$ cat src/rtl/fc_output_arbiter.sv
// Round-robin arbiter sharing one output FIFO write port among serialized FC layers.
// A grant is held for a whole packet so words from different requesters never interleave.
module fc_output_arbiter #(
    parameter int unsigned NUM_REQ    = 4,
    parameter int unsigned PACKET_LEN = 5,
    parameter int unsigned WORD_SIZE  = 16
) (
    input  logic                                clk_i,
    input  logic                                reset_i,
    input  logic [NUM_REQ-1:0]                  req_i,
    input  logic [NUM_REQ-1:0]                  wen_i,
    input  logic [NUM_REQ-1:0][WORD_SIZE-1:0]   data_i,
    output logic [NUM_REQ-1:0]                  full_o,
    output logic                                wen_o,
    input  logic                                full_i,
    output logic [WORD_SIZE-1:0]                data_o,
    output logic [NUM_REQ-1:0]                  grant_o,
    output logic                                busy_o,
    output logic                                err_o
);

    localparam int unsigned IdxW = $clog2(NUM_REQ);
    localparam int unsigned CntW = $clog2(PACKET_LEN + 1);
    localparam logic [CntW-1:0] LastCnt = CntW'(PACKET_LEN - 1);
    localparam logic [IdxW-1:0] LastIdx = IdxW'(NUM_REQ - 1);

    typedef enum logic [0:0] {StIdle, StGrant} state_e;

    state_e          state_q, state_d;
    logic [IdxW-1:0] g_q, g_d;
    logic [IdxW-1:0] last_q, last_d;
    logic [CntW-1:0] cnt_q, cnt_d;
    logic            err_q, err_d;

    logic            pick_valid;
    logic [IdxW-1:0] pick_idx;
    logic [IdxW-1:0] cand;
    logic            bad_write;

    // Search order last+1, last+2, ... so the requester just served ranks lowest.
    always_comb begin
        pick_valid = 1'b0;
        pick_idx   = '0;
        cand       = '0;
        for (int unsigned k = 1; k <= NUM_REQ; k++) begin
            cand = IdxW'((32'(last_q) + k) % NUM_REQ);
            if (!pick_valid && req_i[cand]) begin
                pick_valid = 1'b1;
                pick_idx   = cand;
            end
        end
    end

    always_ff @(posedge clk_i) begin
        if (reset_i) begin
            state_q <= StIdle;
            g_q     <= '0;
            last_q  <= LastIdx;
            cnt_q   <= '0;
            err_q   <= 1'b0;
        end else begin
            state_q <= state_d;
            g_q     <= g_d;
            last_q  <= last_d;
            cnt_q   <= cnt_d;
            err_q   <= err_d;
        end
    end

    // Writes from non-granted requesters, or into a full FIFO, are dropped and flagged.
    assign bad_write = (|(wen_i & ~grant_o)) | (busy_o & wen_i[g_q] & full_i);

    always_comb begin
        state_d = state_q;
        g_d     = g_q;
        last_d  = last_q;
        cnt_d   = cnt_q;
        err_d   = err_q | bad_write;
        unique case (state_q)
            StIdle: begin
                if (pick_valid) begin
                    g_d     = pick_idx;
                    last_d  = pick_idx;
                    cnt_d   = '0;
                    state_d = StGrant;
                end
            end
            StGrant: begin
                if (wen_o) begin
                    if (cnt_q == LastCnt) begin
                        cnt_d   = '0;
                        state_d = StIdle;
                    end else begin
                        cnt_d = cnt_q + CntW'(1);
                    end
                end
            end
            default: state_d = StIdle;
        endcase
    end

    always_comb begin
        full_o  = '1;
        wen_o   = 1'b0;
        data_o  = '0;
        grant_o = '0;
        busy_o  = 1'b0;
        err_o   = err_q;
        if (state_q == StGrant) begin
            full_o[g_q]  = full_i;
            wen_o        = wen_i[g_q] & ~full_i;
            data_o       = data_i[g_q];
            grant_o[g_q] = 1'b1;
            busy_o       = 1'b1;
        end
    end

endmodule
$ cat config.mk
export PLATFORM = sky130hd
export DESIGN_NAME = fc_output_arbiter
export DESIGN_NICKNAME = d
export VERILOG_FILES = /design/src/rtl/fc_output_arbiter.sv
export SDC_FILE = /design/constraint.sdc
export NUM_CORES = 1
export LEC_CHECK = 0
export BUFFER_PORTS_ARGS = -buffer_cell sky130_fd_sc_hd__buf_2
export CAP_MARGIN = 20
export CORE_UTILIZATION = 39
export DETAILED_ROUTE_END_ITERATION = 8
export PLACE_DENSITY = 0.83
export SYNTH_ARGS = -nofsm -noshare
export SYNTH_HDL_FRONTEND = slang
export SYNTH_SLANG_ARGS = --single-unit
$ cat constraint.sdc
create_clock -name clk_i -period 1.5 [get_ports clk_i]
set_input_delay 0.075 -clock clk_i [delete_from_list [all_inputs] [get_ports clk_i]]
set_output_delay 0.075 -clock clk_i [all_outputs]
set_load 0.005 [all_outputs]
==> impl_metrics.py <==
metrics = {
    "floorplan": {
        "io_pins": 102,
        "fp.dieW_um": 57.4,
        "die_h_um": 57.4,
        "start_util_pct": 42.2,
        "num_rows": 19,
        "core-area_um2": 2830,
        "die-area_um2": 3290,
    },
    "route": {
        "dr.pass1.iters": 6,
        "ant_nets": 0,
        "viasPerCell": 5.61,
        "dr_total_vias": 1515,
        "drc": 10,
        "wl_per_cell_um": 16.5,
        "wirelength_um": 4450,
        "drt_iter0_drc": 91,
    },
    "critical_path": {
        "timing.rr.end": "cnt_q[0]",
        "critPathKind": "flop to primary output",
        "ff2ff_setup_slack_ns": -0.07,
        "cp_data_arrival_time_ns": 1.66,
        "worstRegToRegCells": 6,
        "crit_fanout": 5,
        "slowest_delay_ns": 0.50,
        "reg2reg_from": "g_q[0]",
        "worstPathRequired_ns": 1.42,
        "start_kind": "flop",
        "critPathCaptureType": "primary output",
        "crit_chain": "buf_12, buf_12, mux4_2, and2_1, buf_2",
        "slowest_stage": "mux4_2",
        "critPathMostFrequentCell": "buf_12",
    },
    "synth": {
        "synthCells": 125,
        "ys_ff_latch": 9,
        "post-synth-top-area-fraction_pct": 30.2,
        "syn_nets": 202,
        "ys_top_cells_by_count": "and2_1, mux4_2, nor2_1",
        "synthFlopType": "dfxtp_1",
        "synthArstFlopShare_pct": 0,
        "synth-seq-area-share_pct": 15.1,
        "netlist_area_um2": 1190,
        "synth_edf_count": 0,
        "synth.area.top_cells": "mux4_2, dfxtp_1, and2_1, mux2i_4, nor2_1",
        "ys.warnings.count": 0,
        "synth_top_area_cell": "mux4_2",
        "syn_avg_cell_area_um2": 9.56,
        "ys_types": 40,
    },
    "global_routing": {
        "globalRoute.totalOverflow": 0,
        "grt_start_max_net_pins": 19,
        "grt_pass1_vias": 1417,
        "grt_first_pass_wirelength_um": 6440,
        "antenna_found_initial": 0,
        "grt.total_usage_pct": 25.4,
    },
    "sta": {
        "slew_violations": 0,
        "tightest_slew_ns": 0.407,
        "setup_viol": 24,
        "period_share_pct": 115,
        "finalHoldViolCount": 0,
        "min_period_ns": 1.73,
        "slew_headroom_pct": 72.6,
        "clock_skew_ns": 0.00212,
        "max_freq_ghz": 0.578,
        "final.hold.worst_slack_ns": 0.0947,
        "rsz0062_at_grt": "yes",
        "layout_setup_ws_ns": -0.231,
    },
    "hold_path": {
        "min_from": "reset_i",
        "min_path_type": "primary input to flop",
        "min_to": "cnt_q[1]",
        "hold_depth": 2,
    },
    "placed_design": {
        "place_congestion": 0.916,
        "port_buffers": 101,
        "dpl.hpwl_um": 2950,
    },
    "clocking": {
        "clock_path_buffers": 2,
        "insertion_delay_ns": 0.27,
        "cts_tree": "done",
        "cts_root_buf": "clkbuf_4",
        "clock_sinks": 9,
        "numCtsBuffers": 3,
        "cts.clk_slew.worst_paths_ns": 0.06,
        "h-tree-depth": 1,
    },
    "final_layout": {
        "final_nets": 317,
        "final_util_pct": 72.9,
        "diodes": 0,
        "syn2layout_area_growth_pct": 72.6,
        "final_layout_size_suffix_gt1_share_pct": 69.5,
    },
    "job": {
        "max_cap_viol_count": 0,
    },
    "pwr": {
        "p_total_mw": 1.16,
        "power_density_nw_per_um2": 561,
        "ir_drop_uv": 443,
        "p_leak_nw": 0.957,
    },
    "run_status": {
        "status": "finished with violations",
        "violations": "design-rule violations, negative setup slack",
    },
}
[state kept, by name, indices dropped and copies added (netlist names)]
signal   flops
cnt_q        3
err_o        1
g_q          2
last_q       2
state_q      1
[routing by layer]
layer	global-route usage [%]	routed length [um]
met1	27.2	1630
met2	46.3	2280
met3	5.67	360
met4	13.2	165
met5	0	0
[critical path: cells and delay by family (launching register included)]
family	cells	cell delay, ns
multiplexers	1	0.50
flip-flops	1	0.37
buffers and inverters	3	0.35
AND/OR/NAND/NOR	1	0.15
[cell type report]
cell class                      count  area [um2]
Fill cell                         192         767
Sequential cell                     9         185
Inverter                            7        31.3
Timing Repair Buffer              118         773
Tap cell                           31        38.8
Clock buffer                        4        26.3
Multi-Input combinational cell    101        1010
[power by group]
part	leakage, nW	switching, mW	total (mW)	internal [mW]
combinational	0.866	0.259	0.682	0.423
clock	0.0150	0.0907	0.194	0.103
sequential	0.0754	0.0235	0.281	0.257
[cells by family after synthesis]
family / Yosys count / synth area share [%]
AO/OA/AOI/OAI: 22 / 14.1
adder cells (fa/ha/maj): 2 / 2.09
buffers and inverters: 15 / 6.18
flip-flops: 9 / 15.1
multiplexers: 20 / 35.7
AND/OR/NAND/NOR: 57 / 26.8
[placed cells by master, fill, tap and decap left out, types with 2 or more instances in the layout]
cell type  instances
ha_1               2
nand2_1            8
clkbuf_4           3
or3_1              4
buf_6             14
inv_1              6
or2_2              2
and2_4            11
nor3_1             3
dfxtp_1            7
mux2i_4            2
a21oi_2            2
buf_2             89
nand2b_1           3
a21oi_1            4
mux4_2            16
buf_12             4
buf_4             10
a311oi_1           2
nor2_1            10
o21ai_0            5
and2_1             5
[worst max-delay path by stage]
stage	slack, ns	cells past startpoint	from	end
3_3_place_gp	-0.005	5	g_q[0]	data_o[10]
4_1_cts	-0.23	6	g_q[0]	wen_o
3_5_place_dp	-0.05	5	g_q[0]	cnt_q[1]
5_1_grt	-0.27	5	g_q[0]	data_o[11]
6_report	-0.23	5	g_q[0]	data_o[11]
2_1_floorplan	0.06	4	state_q	cnt_q[0]
[what timing repair did]
item,in CTS,in global routing
hold buffers,0,0
endpoints found under the setup margin,21,25
hold endpoints to repair,0,0
cloned,1,0
setup buffers,6,1
pin swaps,13,8
gates resized for setup,18,23
[stage by stage]
stage               setup slack, ns  cells  cell area (um2)   TNS, ns
finish                       -0.231    270             2060     -3.31
global route                 -0.267    270             2060     -4.60
CTS                          -0.228    270             1990     -3.73
detailed placement          -0.0467    259             1790    -0.138
global placement           -0.00510    259             1790  -0.00510
floorplan                    0.0634    125             1190         0
Note: power is estimated with default switching activity, not from simulation.
